--- src/rtl/mem_arbiter_pkg.sv ---
// rtl/mem_arbiter_pkg.sv - shared state, grant and width definitions for mem_arbiter
package mem_arbiter_pkg;

  localparam int         CNT_W   = 8;
  localparam logic [3:0] SEL_ALL = 4'hF;

  typedef enum logic [1:0] {
    ARB_IDLE = 2'd0,
    ARB_BUSY = 2'd1,
    ARB_DONE = 2'd2
  } arb_state_e;

  typedef enum logic {
    GRANT_IF = 1'b0,
    GRANT_DM = 1'b1
  } grant_e;

  // Round-robin pick: on contention the side that did not win last time goes next.
  function automatic grant_e arb_pick(input logic if_req, input logic dm_req, input grant_e last);
    grant_e pick;
    if (if_req && dm_req) begin
      if (last == GRANT_IF) pick = GRANT_DM;
      else                  pick = GRANT_IF;
    end else if (dm_req) begin
      pick = GRANT_DM;
    end else begin
      pick = GRANT_IF;
    end
    return pick;
  endfunction

endpackage

--- src/rtl/mem_arb_timer.sv ---
// rtl/mem_arb_timer.sv - BUSY-cycle counter that flags expiry at TIMEOUT
module mem_arb_timer
  import mem_arbiter_pkg::*;
#(
  parameter int TIMEOUT = 255
) (
  input  logic clk,
  input  logic rst_n,
  input  logic i_clr,
  input  logic i_en,
  output logic o_expire
);

  localparam logic [CNT_W-1:0] LP_LIMIT = CNT_W'(TIMEOUT);

  logic [CNT_W-1:0] r_count;

  // Counting stops at the limit so a stalled access cannot wrap back to a live count.
  always_ff @(posedge clk or negedge rst_n) begin
    if (!rst_n) begin
      r_count <= '0;
    end else if (i_clr) begin
      r_count <= '0;
    end else if (i_en && !o_expire) begin
      r_count <= r_count + 1'b1;
    end
  end

  assign o_expire = (r_count == LP_LIMIT);

endmodule

--- src/rtl/mem_arbiter.sv ---
// rtl/mem_arbiter.sv - round-robin arbiter sharing one RAM between fetch and load/store
module mem_arbiter
  import mem_arbiter_pkg::*;
#(
  parameter int ADDR_W  = 32,
  parameter int DATA_W  = 32,
  parameter int TIMEOUT = 255
) (
  input  logic              clk,
  input  logic              rst,
  input  logic              if_req_i,
  input  logic [ADDR_W-1:0] if_addr_i,
  output logic [DATA_W-1:0] if_data_o,
  output logic              if_ack_o,
  input  logic              dm_req_i,
  input  logic              dm_we_i,
  input  logic [ADDR_W-1:0] dm_addr_i,
  input  logic [3:0]        dm_sel_i,
  input  logic [DATA_W-1:0] dm_data_i,
  output logic [DATA_W-1:0] dm_data_o,
  output logic              dm_ack_o,
  output logic              ram_ce_o,
  output logic              ram_we_o,
  output logic [ADDR_W-1:0] ram_addr_o,
  output logic [3:0]        ram_sel_o,
  output logic [DATA_W-1:0] ram_data_o,
  input  logic [DATA_W-1:0] ram_data_i,
  input  logic              ram_data_ready_i,
  output logic              timeout_err_o
);

  arb_state_e r_state;
  arb_state_e w_state_nxt;
  grant_e     r_grant;
  grant_e     r_last_grant;
  grant_e     w_pick;

  logic w_do_grant;
  logic w_done_ok;
  logic w_done_to;
  logic w_expire;

  logic              r_ram_ce;
  logic              r_ram_we;
  logic [ADDR_W-1:0] r_ram_addr;
  logic [3:0]        r_ram_sel;
  logic [DATA_W-1:0] r_ram_wdata;
  logic [DATA_W-1:0] r_if_data;
  logic [DATA_W-1:0] r_dm_data;
  logic              r_if_ack;
  logic              r_dm_ack;
  logic              r_timeout_err;

  mem_arb_timer #(
    .TIMEOUT (TIMEOUT)
  ) u_timer (
    .clk      (clk),
    .rst_n    (rst),
    .i_clr    (w_do_grant),
    .i_en     (r_state == ARB_BUSY),
    .o_expire (w_expire)
  );

  always_ff @(posedge clk or negedge rst) begin
    if (!rst) begin
      r_state <= ARB_IDLE;
    end else begin
      r_state <= w_state_nxt;
    end
  end

  // A ready seen on the expiry edge still wins, so late-but-valid data is not discarded.
  always_comb begin
    w_state_nxt = r_state;
    w_do_grant  = 1'b0;
    w_done_ok   = 1'b0;
    w_done_to   = 1'b0;
    w_pick      = arb_pick(if_req_i, dm_req_i, r_last_grant);
    case (r_state)
      ARB_IDLE: begin
        if (if_req_i || dm_req_i) begin
          w_do_grant  = 1'b1;
          w_state_nxt = ARB_BUSY;
        end
      end
      ARB_BUSY: begin
        if (ram_data_ready_i) begin
          w_done_ok   = 1'b1;
          w_state_nxt = ARB_DONE;
        end else if (w_expire) begin
          w_done_to   = 1'b1;
          w_state_nxt = ARB_DONE;
        end
      end
      ARB_DONE: w_state_nxt = ARB_IDLE;
      default:  w_state_nxt = ARB_IDLE;
    endcase
  end

  always_ff @(posedge clk or negedge rst) begin
    if (!rst) begin
      r_grant       <= GRANT_IF;
      r_last_grant  <= GRANT_IF;
      r_ram_ce      <= 1'b0;
      r_ram_we      <= 1'b0;
      r_ram_addr    <= '0;
      r_ram_sel     <= '0;
      r_ram_wdata   <= '0;
      r_if_data     <= '0;
      r_dm_data     <= '0;
      r_if_ack      <= 1'b0;
      r_dm_ack      <= 1'b0;
      r_timeout_err <= 1'b0;
    end else begin
      r_if_ack      <= 1'b0;
      r_dm_ack      <= 1'b0;
      r_timeout_err <= 1'b0;

      if (w_do_grant) begin
        r_grant  <= w_pick;
        r_ram_ce <= 1'b1;
        if (w_pick == GRANT_DM) begin
          r_ram_addr  <= dm_addr_i;
          r_ram_we    <= dm_we_i;
          r_ram_sel   <= dm_sel_i;
          r_ram_wdata <= dm_data_i;
        end else begin
          r_ram_addr  <= if_addr_i;
          r_ram_we    <= 1'b0;
          r_ram_sel   <= SEL_ALL;
          r_ram_wdata <= '0;
        end
      end

      // Aborted accesses return zero so a stale word is never mistaken for data.
      if (w_done_ok || w_done_to) begin
        r_ram_ce      <= 1'b0;
        r_ram_we      <= 1'b0;
        r_timeout_err <= w_done_to;
        if (r_grant == GRANT_DM) begin
          r_dm_ack  <= 1'b1;
          r_dm_data <= w_done_ok ? ram_data_i : '0;
        end else begin
          r_if_ack  <= 1'b1;
          r_if_data <= w_done_ok ? ram_data_i : '0;
        end
      end

      if (r_state == ARB_DONE) begin
        r_last_grant <= r_grant;
      end
    end
  end

  assign ram_ce_o      = r_ram_ce;
  assign ram_we_o      = r_ram_we;
  assign ram_addr_o    = r_ram_addr;
  assign ram_sel_o     = r_ram_sel;
  assign ram_data_o    = r_ram_wdata;
  assign if_data_o     = r_if_data;
  assign if_ack_o      = r_if_ack;
  assign dm_data_o     = r_dm_data;
  assign dm_ack_o      = r_dm_ack;
  assign timeout_err_o = r_timeout_err;

endmodule

--- config.mk ---
export PLATFORM = sky130hd
export DESIGN_NAME = mem_arbiter
export DESIGN_NICKNAME = d
export VERILOG_FILES = /design/src/rtl/mem_arbiter_pkg.sv /design/src/rtl/mem_arb_timer.sv /design/src/rtl/mem_arbiter.sv
export SDC_FILE = /design/constraint.sdc
export NUM_CORES = 1
export LEC_CHECK = 0
export BUFFER_PORTS_ARGS = -buffer_cell sky130_fd_sc_hd__clkbuf_2
export CAP_MARGIN = 20
export CORE_MARGIN = 3
export CORE_UTILIZATION = 42
export DETAILED_ROUTE_END_ITERATION = 8
export GPL_TIMING_DRIVEN = 0
export PLACE_DENSITY_LB_ADDON = 0.12
export SKIP_LAST_GASP = 1
export SLEW_MARGIN = 20
export SYNTH_ARGS = -nofsm -noshare
export SYNTH_HDL_FRONTEND = slang
export SYNTH_SLANG_ARGS = --single-unit
--- constraint.sdc ---
create_clock -name clk -period 1.5 [get_ports clk]
set_input_delay 0.075 -clock clk [delete_from_list [all_inputs] [get_ports clk]]
set_output_delay 0.075 -clock clk [all_outputs]
set_load 0.03 [all_outputs]
# Yosys cells after proc, flatten, opt, wreduce, memory -nomap -nowiden
# Cells that the tools add are included.
word_totals:
  in_bits: 138
  ff_bits: 149
  out_inout_bits: 137
  wordCells: 62
classes:
  n_eq_ne: 5
  n_reduce_logical: 11
  bitwise: 1
  add_sub_neg: 1
  mux: 30
op_table:
  columns: ["cell", "n"]
  rows:
  - ["32-bit two-way mux", 3]
  - ["1-bit two-way mux", 20]
  - ["8-bit two-way mux", 2]
  - ["8-bit by 1-bit adder with 8-bit output, second input constant", 1]
  - ["8-bit == test, second input constant", 1]
  - ["2-bit two-way mux", 3]
  - ["2-bit AND reduction", 3]
  - ["4-bit two-way mux", 1]
  - ["2-bit one-hot mux with 2 select lines", 1]
  - ["2-bit nonzero test", 2]
  - ["3-bit != test, second input constant", 1]
  - ["2-bit by 1-bit == test with 1-bit output, second input constant", 1]
  - ["2-bit == test, second input constant", 1]
  - ["1-bit logical AND", 2]
  - ["2-bit logical NOT", 1]
  - ["1-bit logical OR", 2]
  - ["2-bit != test, second input constant", 1]
  - ["1-bit logical NOT", 1]
  - ["1-bit inverter", 1]

# Logic depth before layout (Yosys ltp)
# Gate-level depths: netlist of the first run.
depth:
  word_depth: 6
  ltp_mapped: 6
  mapped_depth_nobuf: 5

# Hierarchy
# Synthesis of the first run repeated with hierarchy kept, for this count alone.
unflattened:
  cells_unflattened: 476
  hier_area_um2: 6399.9
modules_own_cells:
  columns: ["module", "cells_per_inst", "n_inst", "area_per_inst_um2"]
  rows:
  - ["mem_arbiter", 429, 1, 5930.7]
  - ["mem_arb_timer", 47, 1, 469.2]

# Worst setup path before layout of the first run
# OpenSTA, ideal clock, no wires.
synth_path:
  kind: "register -> register"
  from: "reg u_timer.r_count[0]"
  to: "reg r_if_data[22] (netlist: if_data_o[22])"
  t_arrival_ns: 1.406
  path_slack_ns: -0.036
  setup_time_ns: 0.130
  path_buffers: 1
  stages_incl_launch_ff: 7
  synth_period_minus_slack_ns: 1.536
  t_required_ns: 1.370
  cell_sequence: "dfrtp_1 ha_1 nand4_4 o21bai_4 nand3b_2 buf_4 o2bb2ai_1"
synth_between:
  elab_chain_len: 6
synth_lines:
  columns: ["item", "line", "text"]
  rows:
  - ["from (decl)", "mem_arb_timer.sv:16", "logic [CNT_W-1:0] r_count;"]
  - ["from (signal assigned)", "mem_arb_timer.sv:25", "r_count <= r_count + 1'b1;"]
  - ["8-bit == test", "mem_arb_timer.sv:29", "assign o_expire = (r_count == LP_LIMIT);"]
  - ["1-bit two-way mux", "mem_arbiter.sv:90", "end else if (w_expire) begin"]
  - ["1-bit two-way mux", "mem_arbiter.sv:87", "if (ram_data_ready_i) begin"]
  - ["1-bit two-way mux", "mem_arbiter.sv:79", "case (r_state)"]
  - ["1-bit logical OR", "mem_arbiter.sv:136", "if (w_done_ok || w_done_to) begin"]
  - ["2-bit AND reduction (no line)", null, null]
  - ["to (signal assigned)", "mem_arbiter.sv:145", "r_if_data <= w_done_ok ? ram_data_i : '0;"]
  - ["to (decl)", "mem_arbiter.sv:48", "logic [DATA_W-1:0] r_if_data;"]
# Every way passes these cells.
# A chain may end at the register's enable or synchronous reset.

# Worst setup path after layout of the first run
layout_path:
  from: "reg u_timer.r_count[0]"
  to: "reg r_if_data[21] (netlist: if_data_o[21])"
# The elaborated chain is that of the path after synthesis.

==> insert_results.sql, run 1 <==
INSERT INTO impl_metrics (metric_group, metric, value, unit) VALUES
('placement', 'gp_congestion', '0.838', ''),
('yosys', 'synth_sequential_area_ratio', '0.624', ''),
('clock_tree', 'h-tree-depth', '4', ''),
('pwr', 'power.ir.vdd_worst', '1030', 'uV'),
('routing', 'route.antenna.remaining_nets', '0', ''),
('sta', 'final.min_clock_period', '1.58', 'ns'),
('yosys', 'ys.flop_type', 'sky130_fd_sc_hd__dfrtp_1', ''),
('sta', 'final_hold_viol_count', '0', ''),
('yosys', 'netlist_instances', '471', ''),
('clock_tree', 'worstSkewPairLatency', '0.42', 'ns'),
('sta', 'grt_setup_unrepaired', 'true', ''),
('worst_setup_path', 'kind_of_cell_with_the_highest_combined_delay_on_the_critical_path', 'flip-flops', ''),
('yosys', 'synth-edff-count', '0', ''),
('layout', 'num-nets-final', '1051', ''),
('worst_setup_path', 'rr_endpoint', 'if_data_o[21]', ''),
('worst_setup_path', 'worstPathArrival', '1.87', 'ns'),
('hold_path', 'hp-class', 'in2reg', ''),
('worst_setup_path', 'worst_path_max_delay_cell', 'sky130_fd_sc_hd__dfrtp_1', ''),
('yosys', 'post_synth_instance_area', '0.00597', 'mm^2'),
('floorplan', 'initial_core_util', '0.440', ''),
('pwr', 'cellPowerDensity', '2180', 'mW/mm^2'),
('floorplan', 'die_height', '125', 'um'),
('layout', 'areaGrowthSynthToFinish', '68.2', '%'),
('worst_setup_path', 'endpoint', 'if_data_o[21]', ''),
('yosys', 'synth_cell_types', '40', ''),
('routing', 'remaining_drc_errors', '0', ''),
('layout', 'layoutNonFillerInstCount', '1101', ''),
('floorplan', 'die_area', '0.0157', 'mm^2'),
('clock_tree', 'clock_root_cell', 'sky130_fd_sc_hd__clkbuf_16', ''),
('sta', 'final_setup_violation_count', '62', ''),
('yosys', 'synth_commonest_cells', 'sky130_fd_sc_hd__dfrtp_1, sky130_fd_sc_hd__nand2_1, sky130_fd_sc_hd__mux2i_1, sky130_fd_sc_hd__o21ai_0', ''),
('routing', 'route.vias.total', '5766', ''),
('clock_tree', 'clk_path_buf_depth', '2', ''),
('floorplan', 'placementRows', '42', ''),
('placement', 'dp_worst_setup_slack', '-0.200', 'ns'),
('grt', 'first_pass_grt_wire_length', '32000', 'um'),
('yosys', 'synthesis.nets', '610', ''),
('run_status', 'violations', 'setup timing', ''),
('run_status', 'run_status', 'finished, violations left', ''),
('placement', 'io_port_bufs', '274', ''),
('floorplan', 'die-width', '125', 'um'),
('worst_setup_path', 'worst_setup_path_end_kind', 'flip-flop', ''),
('grt', 'grt_util_all_layers', '0.256', ''),
('sta', 'finalClockSkew', '0.00615', 'ns'),
('clock_tree', 'cts_made_buffers', '17', ''),
('clock_tree', 'cts_tree', 'built', ''),
('layout', 'final.fill_count', '876', ''),
('sta', 'finalCritPeriodShare', '1.05', ''),
('routing', 'drt-initial-drc-count', '309', ''),
('flow_run', 'drv_cap', '0', ''),
('clock_tree', 'cts.sinks', '149', ''),
('worst_setup_path', 'regToRegSetupSlack', '-0.08', 'ns'),
('yosys', 'avgSynthCellArea', '12.7', 'um^2'),
('worst_setup_path', 'worst_r2r_path_depth', '6', ''),
('hold_path', 'timing.hold.worst_path_depth', '3', ''),
('routing', 'wl', '20200', 'um'),
('grt', 'globalRouteOverflowTotal', '0', ''),
('worst_setup_path', 'critical_path_depth', '6', ''),
('yosys', 'synth.area.top_cells', 'sky130_fd_sc_hd__dfrtp_1, sky130_fd_sc_hd__mux2i_1, sky130_fd_sc_hd__a32o_1, sky130_fd_sc_hd__a22o_1, sky130_fd_sc_hd__o2bb2ai_1', ''),
('routing', 'drt-wirelength-per-cell', '18.4', 'um'),
('worst_setup_path', 'timing.critical_path.from_type', 'flip-flop', ''),
('worst_setup_path', 'critical_path.reg2reg.startpoint', 'u_timer.r_count[0]', ''),
('sta', 'setup_slack', '-0.0811', 'ns'),
('worst_setup_path', 'cp_data_required_time', '1.78', 'ns'),
('sta', 'worstMarginPinSlew', '0.530', 'ns'),
('clock_tree', 'clkTransAtPathRegs', '0.06', 'ns'),
('floorplan', 'fp.coreArea', '0.0136', 'mm^2'),
('yosys', 'yosys.cell_count.top_type', 'sky130_fd_sc_hd__dfrtp_1', ''),
('sta', 'slew_headroom', '0.647', ''),
('yosys', 'yosys.area.top_type_share', '0.624', ''),
('worst_setup_path', 'path_buf_inv', '1', '');
==> cell families after synthesis <==
| logic type | count (synthesis) | synth area share |
|---|---|---|
| multiplexers | 35 | 0.0589 |
| buffers and inverters | 44 | 0.0417 |
| AO/OA/AOI/OAI | 149 | 0.202 |
| AND/OR/NAND/NOR | 92 | 0.0698 |
| flip-flops | 149 | 0.624 |
| adder cells (fa/ha/maj) | 1 | 0.00209 |
| XOR/XNOR | 1 | 0.00147 |
==> per-layer routing <==
| metal | vias up | routed length [um] | track usage |
|---|---|---|---|
| met5 | - | 0 | 0 |
| met4 | 0 | 521 | 0.0950 |
| met3 | 42 | 1430 | 0.0716 |
| met2 | 280 | 10200 | 0.433 |
| met1 | 2812 | 8090 | 0.313 |
| li1 | 2632 | - | - |
==> state kept, by name, summed over array words and instances (netlist names) <==
register / count
dm_data_o: 32
if_data_o: 32
ram_addr_o: 32
ram_data_o: 32
u_timer.r_count: 8
ram_sel_o: 4
r_state: 2
dm_ack_o: 1
if_ack_o: 1
r_grant: 1
r_last_grant: 1
ram_ce_o: 1
ram_we_o: 1
timeout_err_o: 1
==> worst reg2reg max path, cell delays in order, from the launching register on <==
cell and delay [ns]:
sky130_fd_sc_hd__dfrtp_1 0.40, sky130_fd_sc_hd__ha_4 0.17, sky130_fd_sc_hd__nand4_4 0.13, sky130_fd_sc_hd__o21bai_4 0.21, sky130_fd_sc_hd__nand3b_4 0.21, sky130_fd_sc_hd__buf_6 0.21
sky130_fd_sc_hd__o2bb2ai_2 0.13
==> cells in the final DEF (no fill, tap or decap), types with 4 or more instances in the layout <==
cell type and n:
sky130_fd_sc_hd__bufinv_16 5, sky130_fd_sc_hd__a32o_1 32, sky130_fd_sc_hd__mux2i_1 31, sky130_fd_sc_hd__inv_1 4
sky130_fd_sc_hd__o22a_1 4, sky130_fd_sc_hd__dfrtp_1 148, sky130_fd_sc_hd__clkbuf_1 6, sky130_fd_sc_hd__o2bb2ai_4 6
sky130_fd_sc_hd__a22o_1 32, sky130_fd_sc_hd__o21ai_0 34, sky130_fd_sc_hd__nor2_1 5, sky130_fd_sc_hd__o2bb2ai_1 7
sky130_fd_sc_hd__buf_6 16, sky130_fd_sc_hd__buf_2 6, sky130_fd_sc_hd__nand3_1 4, sky130_fd_sc_hd__clkbuf_16 17
sky130_fd_sc_hd__dlygate4sd3_1 131, sky130_fd_sc_hd__nand2_1 69, sky130_fd_sc_hd__clkbuf_2 277, sky130_fd_sc_hd__clkinv_2 6
sky130_fd_sc_hd__buf_4 22, sky130_fd_sc_hd__o2bb2ai_2 19
==> what timing repair did <==
item                       CTS  global route
hold buffers               131             0
resized for setup           34            53
hold endpoints to repair   199             0
gates cloned                 4             0
setup endpoints to repair  132           134
buffers inserted             9             3
pin swaps                   10             6
==> through the flow <==
stage / util / TNS [ns] / hold slack, ns / instance area (um^2) / power [uW]
floorplan: - / 0 / -0.221 / 5970 / 12900
global placement: 0.558 / -315.94 / 0.289 / 7570 / 15800
detailed placement: 0.561 / -12.16 / 0.105 / 7600 / 16000
CTS: 0.724 / -4.66 / 0.00168 / 9810 / 21400
global route: 0.741 / -8.00 / 0.0159 / 10000 / 22900
finish: 0.741 / -3.21 / 0.0124 / 10000 / 21900
==> final cells by class <==
class	instances	area, um^2	share of cell area
buffer	40	302	0.0300
clock buffer	18	439	0.0437
clock inverter	14	205	0.0204
inverter	4	15.0	0.00149
multi-input combinational	278	2270	0.226
sequential	149	3730	0.371
tap	176	220	0.0219
timing repair buffer	422	2860	0.285
==> where the power goes <==
| part | total, uW | switching, uW | leakage (uW) | internal, uW |
|---|---|---|---|---|
| combinational | 10400 | 6660 | 0.00277 | 3700 |
| sequential | 6890 | 1150 | 0.00187 | 5730 |
| clock | 4620 | 1630 | 0.000320 | 2980 |
| total | 21900 | 9440 | 0.00496 | 12400 |
==> worst min-delay path by stage <==
stage	start	end	slack (ns)
after floorplan	rst	dm_ack_o	-0.22
after global placement	dm_sel_i[3]	ram_sel_o[3]	0.29
after detailed placement	rst	ram_data_o[23]	0.11
after CTS	dm_addr_i[24]	ram_addr_o[24]	0.002
after global routing	dm_addr_i[24]	ram_addr_o[24]	0.02
final	dm_addr_i[24]	ram_addr_o[24]	0.01
Note: power is estimated with default switching activity, not from simulation.
==> inputs of run 2 (changes only) <==
- CORE_UTILIZATION: 42 -> 40
- clock period: 1.5 -> 1.9 ns (I/O delays scaled with it)
==> run 2 against run 1 <==
The run now ends clean. Fmax down 9.4%. Clock skew up 0.0021 ns. Flip-flop and latch count unchanged. Core utilization down 8.9 points. Critical endpoint is now if_data_o[26]. Largest cell class unchanged.
==> insert_results.sql, run 2 (synthesized netlist as in run 1, its figures left out) <==
INSERT INTO impl_metrics (metric_group, metric, value, unit) VALUES
('clock_tree', 'cts_made_buffers', '17', ''),
('clock_tree', 'resized_gates_after_cts', '0', ''),
('grt', 'grt_antenna_before_repair', '0', ''),
('run_status', 'run_status', 'finished, final reports clean', ''),
('sta', 'grt_setup_unrepaired', 'false', ''),
('clock_tree', 'clk_path_buf_depth', '2', ''),
('layout', 'layout-drive-gt1-share', '0.380', ''),
('sta', 'final_hold_viol_count', '0', ''),
('floorplan', 'die_area', '0.0164', 'mm^2'),
('layout', 'final.fill_count', '1095', ''),
('pwr', 'power.ir.vdd_worst', '943', 'uV'),
('routing', 'route.vias.total', '5590', ''),
('floorplan', 'io_pins', '275', ''),
('clock_tree', 'cts.sinks', '149', ''),
('worst_setup_path', 'cp_slowest_stage_delay', '0.40', 'ns'),
('placement', 'place_hpwl', '12800', 'um'),
('sta', 'timing.hold.ws', '0.00849', 'ns'),
('grt', 'first_pass_grt_wire_length', '29600', 'um'),
('floorplan', 'placementRows', '44', ''),
('layout', 'num-nets-final', '1028', ''),
('sta', 'worstMarginPinSlew', '0.576', 'ns'),
('grt', 'grt_start_max_net_pins', '82', ''),
('pwr', 'leakagePower', '0.00476', 'uW'),
('sta', 'fmax', '0.573', 'GHz'),
('worst_setup_path', 'worst_path_max_delay_cell', 'sky130_fd_sc_hd__dfrtp_1', ''),
('clock_tree', 'clkTransAtPathRegs', '0.06', 'ns'),
('routing', 'wl', '18700', 'um'),
('placement', 'placed_cell_area', '0.00761', 'mm^2'),
('worst_setup_path', 'worstPathArrival', '2.01', 'ns'),
('pwr', 'cellPowerDensity', '1730', 'mW/mm^2'),
('worst_setup_path', 'crit_chain', 'ha_1 > nand4_4 > o21bai_4 > nand3b_2 > buf_4 > o2bb2ai_1', ''),
('floorplan', 'initial_core_util', '0.409', ''),
('grt', 'first_global_vias', '5760', ''),
('layout', 'insertedDiodeCount', '0', ''),
('worst_setup_path', 'timing.critical_path.from_type', 'flip-flop', ''),
('sta', 'final_setup_violation_count', '0', ''),
('flow_run', 'drv_cap', '0', ''),
('routing', 'drt-wirelength-per-cell', '17.2', 'um'),
('hold_path', 'hp-class', 'in2reg', ''),
('routing', 'firstDrtPassIters', '4', ''),
('layout', 'areaGrowthSynthToFinish', '59.3', '%'),
('worst_setup_path', 'cp_max_fo', '10', ''),
('clock_tree', 'h-tree-depth', '4', ''),
('floorplan', 'fp.coreArea', '0.0146', 'mm^2'),
('routing', 'route.antenna.remaining_nets', '0', ''),
('layout', 'summed_area_of_non_filler_cells_in_the_final_layout', '0.00951', 'mm^2'),
('layout', 'mostFrequentLayoutCells', 'sky130_fd_sc_hd__clkbuf_2, sky130_fd_sc_hd__dfrtp_1, sky130_fd_sc_hd__dlygate4sd3_1, sky130_fd_sc_hd__nand2_1', ''),
('grt', 'globalRouteOverflowTotal', '0', ''),
('worst_setup_path', 'worst_setup_path_end_kind', 'flip-flop', ''),
('grt', 'grt_util_all_layers', '0.227', ''),
('clock_tree', 'hold_bufs_at_cts', '124', ''),
('clock_tree', 'worstSkewPairLatency', '0.41', 'ns'),
('routing', 'drt-initial-drc-count', '234', ''),
('clock_tree', 'clock_root_cell', 'sky130_fd_sc_hd__clkbuf_16', ''),
('sta', 'finalClockSkew', '0.00829', 'ns'),
('sta', 'finalCritPeriodShare', '0.918', ''),
('clock_tree', 'post_cts_buffers', '0', ''),
('sta', 'final_max_slew_viol_count', '0', ''),
('worst_setup_path', 'worst-setup-path-type', 'reg2reg', ''),
('worst_setup_path', 'cp_data_required_time', '2.17', 'ns'),
('sta', 'slew_headroom', '0.616', ''),
('layout', 'layout_commonest_cell', 'sky130_fd_sc_hd__clkbuf_2', ''),
('placement', 'io_port_bufs', '274', ''),
('clock_tree', 'cts_tree', 'built', ''),
('routing', 'remaining_drc_errors', '0', ''),
('floorplan', 'die_height', '128', 'um'),
('placement', 'gp_congestion', '0.811', ''),
('routing', 'viasPerCell', '5.15', ''),
('sta', 'final.min_clock_period', '1.74', 'ns'),
('floorplan', 'die-width', '128', 'um');
[run 2: worst paths after layout]
check	start	to	slack [ns]	cells past startpoint
max in group asynchronous	rst	ram_sel_o[2]	0.87	3
worst min register to register	ram_addr_o[31]	ram_addr_o[31]	0.49	2
min in group asynchronous	rst	if_ack_o	0.24	2
worst min-delay path	if_addr_i[29]	ram_addr_o[29]	0.008	3
worst max-delay path	u_timer.r_count[0]	if_data_o[26]	0.16	6
worst max register to register	u_timer.r_count[0]	if_data_o[26]	0.16	6
[run 2: where the power goes]
group | switching [uW] | leakage (uW) | internal, uW
sequential | 809 | 0.00188 | 4520
combinational | 4970 | 0.00257 | 2440
clock | 1360 | 0.000310 | 2380
[run 2: critical path, delay by kind of cell (launching register included)]
kind                       cells  cell delay, ns
DFF                            1            0.40
buffers and inverters          1            0.23
AOI/OAI and AO/OA              2            0.35
adders and majority gates      1            0.26
and+or+nand+nor                2            0.36
[run 2: cell type report]
cell class	instances	area [um^2]	share of cell area
tap	184	230	0.0242
multi-input combinational	278	1990	0.210
clock inverter	14	224	0.0235
inverter	4	15.0	0.00158
clock buffer	18	439	0.0462
sequential	149	3730	0.392
timing repair buffer	399	2650	0.278
buffer	40	234	0.0246
[run 2: per-stage QoR]
stage          total power [uW]  instances  setup WS, ns  TNS [ns]   util
2_1_floorplan             10200        471         0.364         0      -
3_3_place_gp              12400        929         -1.73   -256.16  0.519
3_5_place_dp              12600        930         0.136         0  0.522
4_1_cts                   16600       1086         0.135         0  0.652
5_1_grt                   17300       1086       0.00832         0  0.652
6_report                  16500       1086         0.156         0  0.652
[run 2: layer usage]
metal  routed length, um  vias up  GRT usage
met1                7690     2721      0.273
li1                    -     2579          -
met4                 469        0     0.0880
met5                   0        -          0
met3                1370       45     0.0688
met2                9160      245      0.380
